### src/rtl/alu_pkg.sv
// Shared types and widths for the riscv-mini execute-stage ALU.
package alu_pkg;

  localparam int DATA_W = 16;
  localparam int IMM_W  = 6;

  typedef enum logic [3:0] {
    ALU_ADD = 4'd0,
    ALU_SUB = 4'd1,
    ALU_INV = 4'd2,
    ALU_SLL = 4'd3,
    ALU_SRL = 4'd4,
    ALU_AND = 4'd5,
    ALU_OR  = 4'd6,
    ALU_SLT = 4'd7,
    ALU_MUL = 4'd8
  } alu_func_e;

  typedef enum logic [2:0] {
    OP_REG   = 3'd0,
    OP_IMM   = 3'd1,
    OP_ADDR  = 3'd2,
    OP_UPPER = 3'd3
  } alu_op_e;

  typedef struct packed {
    logic z;
    logic n;
    logic c;
    logic v;
  } alu_flags_t;

endpackage

### src/rtl/alu_flags.sv
// Z/N/C/V status register: loads flags_nxt on a rising clk when flag_we, else holds.
// One-cycle capture latency, no backpressure; rst clears all flags asynchronously.
module alu_flags
  import alu_pkg::*;
(
  input  logic       clk,
  input  logic       rst,
  input  logic       flag_we,
  input  alu_flags_t flags_nxt,
  output alu_flags_t flags_o
);

  alu_flags_t flags_d;
  alu_flags_t flags_q;

  always_comb begin
    flags_d = flags_q;
    if (flag_we) begin
      flags_d = flags_nxt;
    end
  end

  always_ff @(posedge clk or posedge rst) begin
    if (rst) begin
      flags_q <= '0;
    end else begin
      flags_q <= flags_d;
    end
  end

  assign flags_o = flags_q;

endmodule

### src/rtl/alu.sv
// 16-bit combinational ALU (zero latency, no backpressure) with registered Z/N/C/V flags.
// Define ALU_MUL_EN to make func4=8 a low-half multiply; otherwise it returns 0.
module alu
  import alu_pkg::*;
(
  input  logic              clk,
  input  logic              rst,
  input  logic              flag_we,
  input  logic [DATA_W-1:0] rs1_data,
  input  logic [DATA_W-1:0] rs2_data,
  input  logic [IMM_W-1:0]  imm,
  input  logic [2:0]        op,
  input  logic [3:0]        func4,
  output logic [DATA_W-1:0] alu_o,
  output logic              flag_z,
  output logic              flag_n,
  output logic              flag_c,
  output logic              flag_v
);

  logic [DATA_W-1:0] a;
  logic [DATA_W-1:0] b;
  logic [DATA_W-1:0] imm_sext;
  logic [DATA_W:0]   add_full;
  logic [DATA_W-1:0] sub_res;
  logic              add_v;
  logic              sub_v;
  logic              sub_borrow;
  logic [DATA_W-1:0] res;
  logic              res_c;
  logic              res_v;
  alu_flags_t        flags_nxt;
  alu_flags_t        flags_cur;

  assign a        = rs1_data;
  assign imm_sext = {{(DATA_W-IMM_W){imm[IMM_W-1]}}, imm};
  assign b        = (op == OP_IMM || op == OP_ADDR) ? imm_sext : rs2_data;

  // Shared adder/subtractor; overflow when the result sign disagrees with A under matching effective signs.
  assign add_full   = {1'b0, a} + {1'b0, b};
  assign sub_res    = a - b;
  assign sub_borrow = (a < b);
  assign add_v      = (a[DATA_W-1] == b[DATA_W-1]) && (add_full[DATA_W-1] != a[DATA_W-1]);
  assign sub_v      = (a[DATA_W-1] != b[DATA_W-1]) && (sub_res[DATA_W-1] != a[DATA_W-1]);

`ifdef ALU_MUL_EN
  logic [DATA_W-1:0] mul_lo;
  assign mul_lo = a * b;
`endif

  always_comb begin
    res   = '0;
    res_c = 1'b0;
    res_v = 1'b0;
    case (op)
      OP_REG, OP_IMM: begin
        case (func4)
          ALU_ADD: begin
            res   = add_full[DATA_W-1:0];
            res_c = add_full[DATA_W];
            res_v = add_v;
          end
          ALU_SUB: begin
            res   = sub_res;
            res_c = sub_borrow;
            res_v = sub_v;
          end
          ALU_INV: res = ~a;
          ALU_SLL: res = a << b[3:0];
          ALU_SRL: res = a >> b[3:0];
          ALU_AND: res = a & b;
          ALU_OR:  res = a | b;
          ALU_SLT: res = {{(DATA_W-1){1'b0}}, ($signed(a) < $signed(b))};
`ifdef ALU_MUL_EN
          ALU_MUL: res = mul_lo;
`endif
          default: res = '0;
        endcase
      end
      OP_ADDR: begin
        res   = add_full[DATA_W-1:0];
        res_c = add_full[DATA_W];
        res_v = add_v;
      end
      OP_UPPER: res = {imm, {(DATA_W-IMM_W){1'b0}}};
      default:  res = '0;
    endcase
  end

  always_comb begin
    flags_nxt   = '0;
    flags_nxt.z = (res == '0);
    flags_nxt.n = res[DATA_W-1];
    flags_nxt.c = res_c;
    flags_nxt.v = res_v;
  end

  alu_flags u_flags (
    .clk       (clk),
    .rst       (rst),
    .flag_we   (flag_we),
    .flags_nxt (flags_nxt),
    .flags_o   (flags_cur)
  );

  assign alu_o  = res;
  assign flag_z = flags_cur.z;
  assign flag_n = flags_cur.n;
  assign flag_c = flags_cur.c;
  assign flag_v = flags_cur.v;

endmodule

### config.mk
export PLATFORM = sky130hd
export DESIGN_NAME = alu
export DESIGN_NICKNAME = d
export VERILOG_FILES = /design/src/rtl/alu_pkg.sv /design/src/rtl/alu_flags.sv /design/src/rtl/alu.sv
export SDC_FILE = /design/constraint.sdc
export NUM_CORES = 1
export LEC_CHECK = 0
export ABC_AREA = 1
export CAP_MARGIN = 5
export CORE_MARGIN = 5
export CORE_UTILIZATION = 25
export DETAILED_ROUTE_END_ITERATION = 8
export PLACE_DENSITY_LB_ADDON = 0.12
export SYNTH_ARGS = -nofsm -noshare
export SYNTH_HDL_FRONTEND = slang
export SYNTH_SLANG_ARGS = --single-unit
### constraint.sdc
create_clock -name clk -period 5.25 [get_ports clk]
set_input_delay 1.3125 -clock clk [delete_from_list [all_inputs] [get_ports clk]]
set_output_delay 1.3125 -clock clk [all_outputs]
set_load 0.02 [all_outputs]
==> results.toml <==
[sta]
final_hold_viol_count = 0
rsz0062_at_grt = "true"
drv_slew = 0
period_needed_ps = 5149
slew_headroom_pct = 74.85
setup_tns_ps = 0
worst_slack_ps = 100.9
tightest_slew_ps = 376.0
fin_skew_ps = 0
max_freq_mhz = 194.2
finalCritPeriodShare_pct = 98.08
finalSetupViolations = 0
holdWs_ps = 475.7

[setup_path]
timing.rr.end = "u_flags.flags_o[2]"
ff2ff_setup_slack_ps = 4550
arrival_ps = 3840
cp-start-kind = "input port"
cp-startpoint = "op[2]"
setup.worst_path.end_class = "output port"
critPathCapture = "alu_o[9]"
crit_required_ps = 3940
critPathMaxFanout = 6
ff2ff_path_depth = 2
critPathKind = "in -> out"
r2r-start = "u_flags.flags_o[2]"

[place]
hpwl_um = 20800
placedCellCount = 1414
pre_cts_slack_ps = -1264
io_buffers = 67
post_dp_cell_area_um2 = 7507
place_congestion = 0.9456

[finish]
largest_reg_flops = 4
nFillCells = 1908
postLayoutCellArea_um2 = 8703
drive_gt1_share_pct = 40.63
layout_commonest_cell = "buf_4"
final_nets = 1302
antennaDiodeCount = 0
layout_common_cells = "buf_4, nand2_1, nand3_1"
syn_to_final_growth_pct = 88.66
final_cell_count_no_fill = 1435
final_core_util_pct = 48.12

[clock_network]
ctsRootBufferMaster = "clkbuf_16"
tritoncts = "done"
numCtsBuffers = 3
clk_pin_slew_worst_paths_ps = 30
h-tree-depth = 1
clk-insertion-delay-late_ps = 220
cts_buffer_depth = 2
clock-sinks = 4

[pwr]
p_leak_nw = 4.501
cellPowerDensity_nw_per_um2 = 157.3
power_mw = 1.369
vdd_drop_max_mv = 0.07520

[floorplanning]
io_pins = 68
row_count = 49
dieArea_um2 = 21270
fp.dieW_um = 145.8
core_um2 = 18090
die_y_um = 145.8
start_util_pct = 25.51

[synth]
syn_area_per_cell_um2 = 5.260
yosys_warnings = 0
synth.distinct_cells = 48
netlist_area_um2 = 4613
synth.top_cells.by_area = "nand3_1, nand2_1, ha_1"
syn-num-nets = 971
ys_seq_elements = 4
yosys.area.top_type_share_pct = 17.79
synth.largest_area_cell = "nand3_1"
synthCells = 877
seq_area_frac_synth_pct = 2.170

[global_route]
grt_pass1_wl_um = 36900
gr-total-overflow = 0
grt_pass1_vias = 6797
track_usage_pct = 21.80
antenna_found_initial = 1
grt_max_degree = 28

[worst_hold_path]
hold_path_class = "reg -> reg"
hold_start = "u_flags.flags_o[3]"

[routing]
dr.pass1.iters = 6
via_count = 7045
routed_wire_length_per_instance_um = 17.23
viasPerCell = 4.909
final_antenna_net_count = 0
dr.first_iter.drc_count = 395
remaining_drc_errors = 0
drt-total-wl_um = 24720

[job]
maxCapViolCount = 0

[run_status]
outcome = "finished clean"
## how the worst min path moves through the flow
stage / to / slack [ps] / cells after the start
4_1_cts: u_flags.flags_o[3] / 480 / 2
3_3_place_gp: u_flags.flags_o[3] / 480 / 2
5_1_grt: u_flags.flags_o[1] / 510 / 2
3_5_place_dp: u_flags.flags_o[3] / 470 / 2
6_report: u_flags.flags_o[3] / 480 / 2
2_1_floorplan: u_flags.flags_o[3] / 580 / 2
## layer usage
layer,GRT usage (%),up-vias,part of all wire [%]
met5,0,-,0.028
met4,4.986,2,2.0
met3,1.526,28,4.4
met2,38.17,179,49
met1,29.27,3263,45
li1,-,3573,-
## critical path: stages
cell,delay [ps]
buf_4,120
nor2_4,100
nand2_4,90
nand2_8,100
nand2_8,70
buf_12,150
o21ai_4,60
inv_2,60
ha_4,240
a21oi_4,140
a21boi_4,240
nand3_2,130
buf_6,150
xor2_4,140
o211ai_1,110
nor2_1,110
nand2_1,70
a21oi_2,130
buf_4,140
inv_2,30
buf_6,120
## Yosys cell counts (all sizes together)
cell and count:
a211oi 1, a21boi 2, a21o 3, a21oi 50
a221oi 2, a31oi 3, and2 1, and3 1
buf 18, clkbuf 8, dfrtp 4, fa 1
ha 45, inv 131, nand2 240, nand3 168
nand3b 6, nand4 11, nor2 82, nor3 8
nor3b 1, nor4 3, o2111ai 2, o211ai 5
o21ai 49, o21bai 2, o221ai 2, o22ai 16
or2 1, xnor2 3, xor2 8
## cells by family after synthesis
kind of cell / count (synthesis) / synth area share [%]
flip-flops: 4 / 2.170
XOR/XNOR: 11 / 2.089
adder cells (fa/ha/maj): 46 / 12.64
AO/OA/AOI/OAI: 137 / 16.73
buffers and inverters: 157 / 14.02
AND/OR/NAND/NOR: 522 / 52.35
## area by class of cell
type | instances | area [µm²] | share of cell area (%)
multi-input cells | 717 | 4762 | 54.72
repair buffers | 351 | 2985 | 34.30
inverters | 131 | 494.2 | 5.679
well taps | 229 | 286.5 | 3.292
flip-flops and latches | 4 | 100.1 | 1.150
clock buffers | 3 | 75.07 | 0.8626
## power by group
| part | internal [mW] | switching [mW] |
|---|---|---|
| registers | 0.0348 | 0.00175 |
| clock network | 0.0973 | 0.0214 |
| logic | 0.579 | 0.635 |
## timing repair
item	CTS	global route
pin swaps	35	77
endpoints found under the setup margin	16	16
gates resized for setup	179	156
hold buffers	0	0
setup buffers	6	11
gates cloned	1	1
No activity file was read; power rests on OpenSTA's default activity.
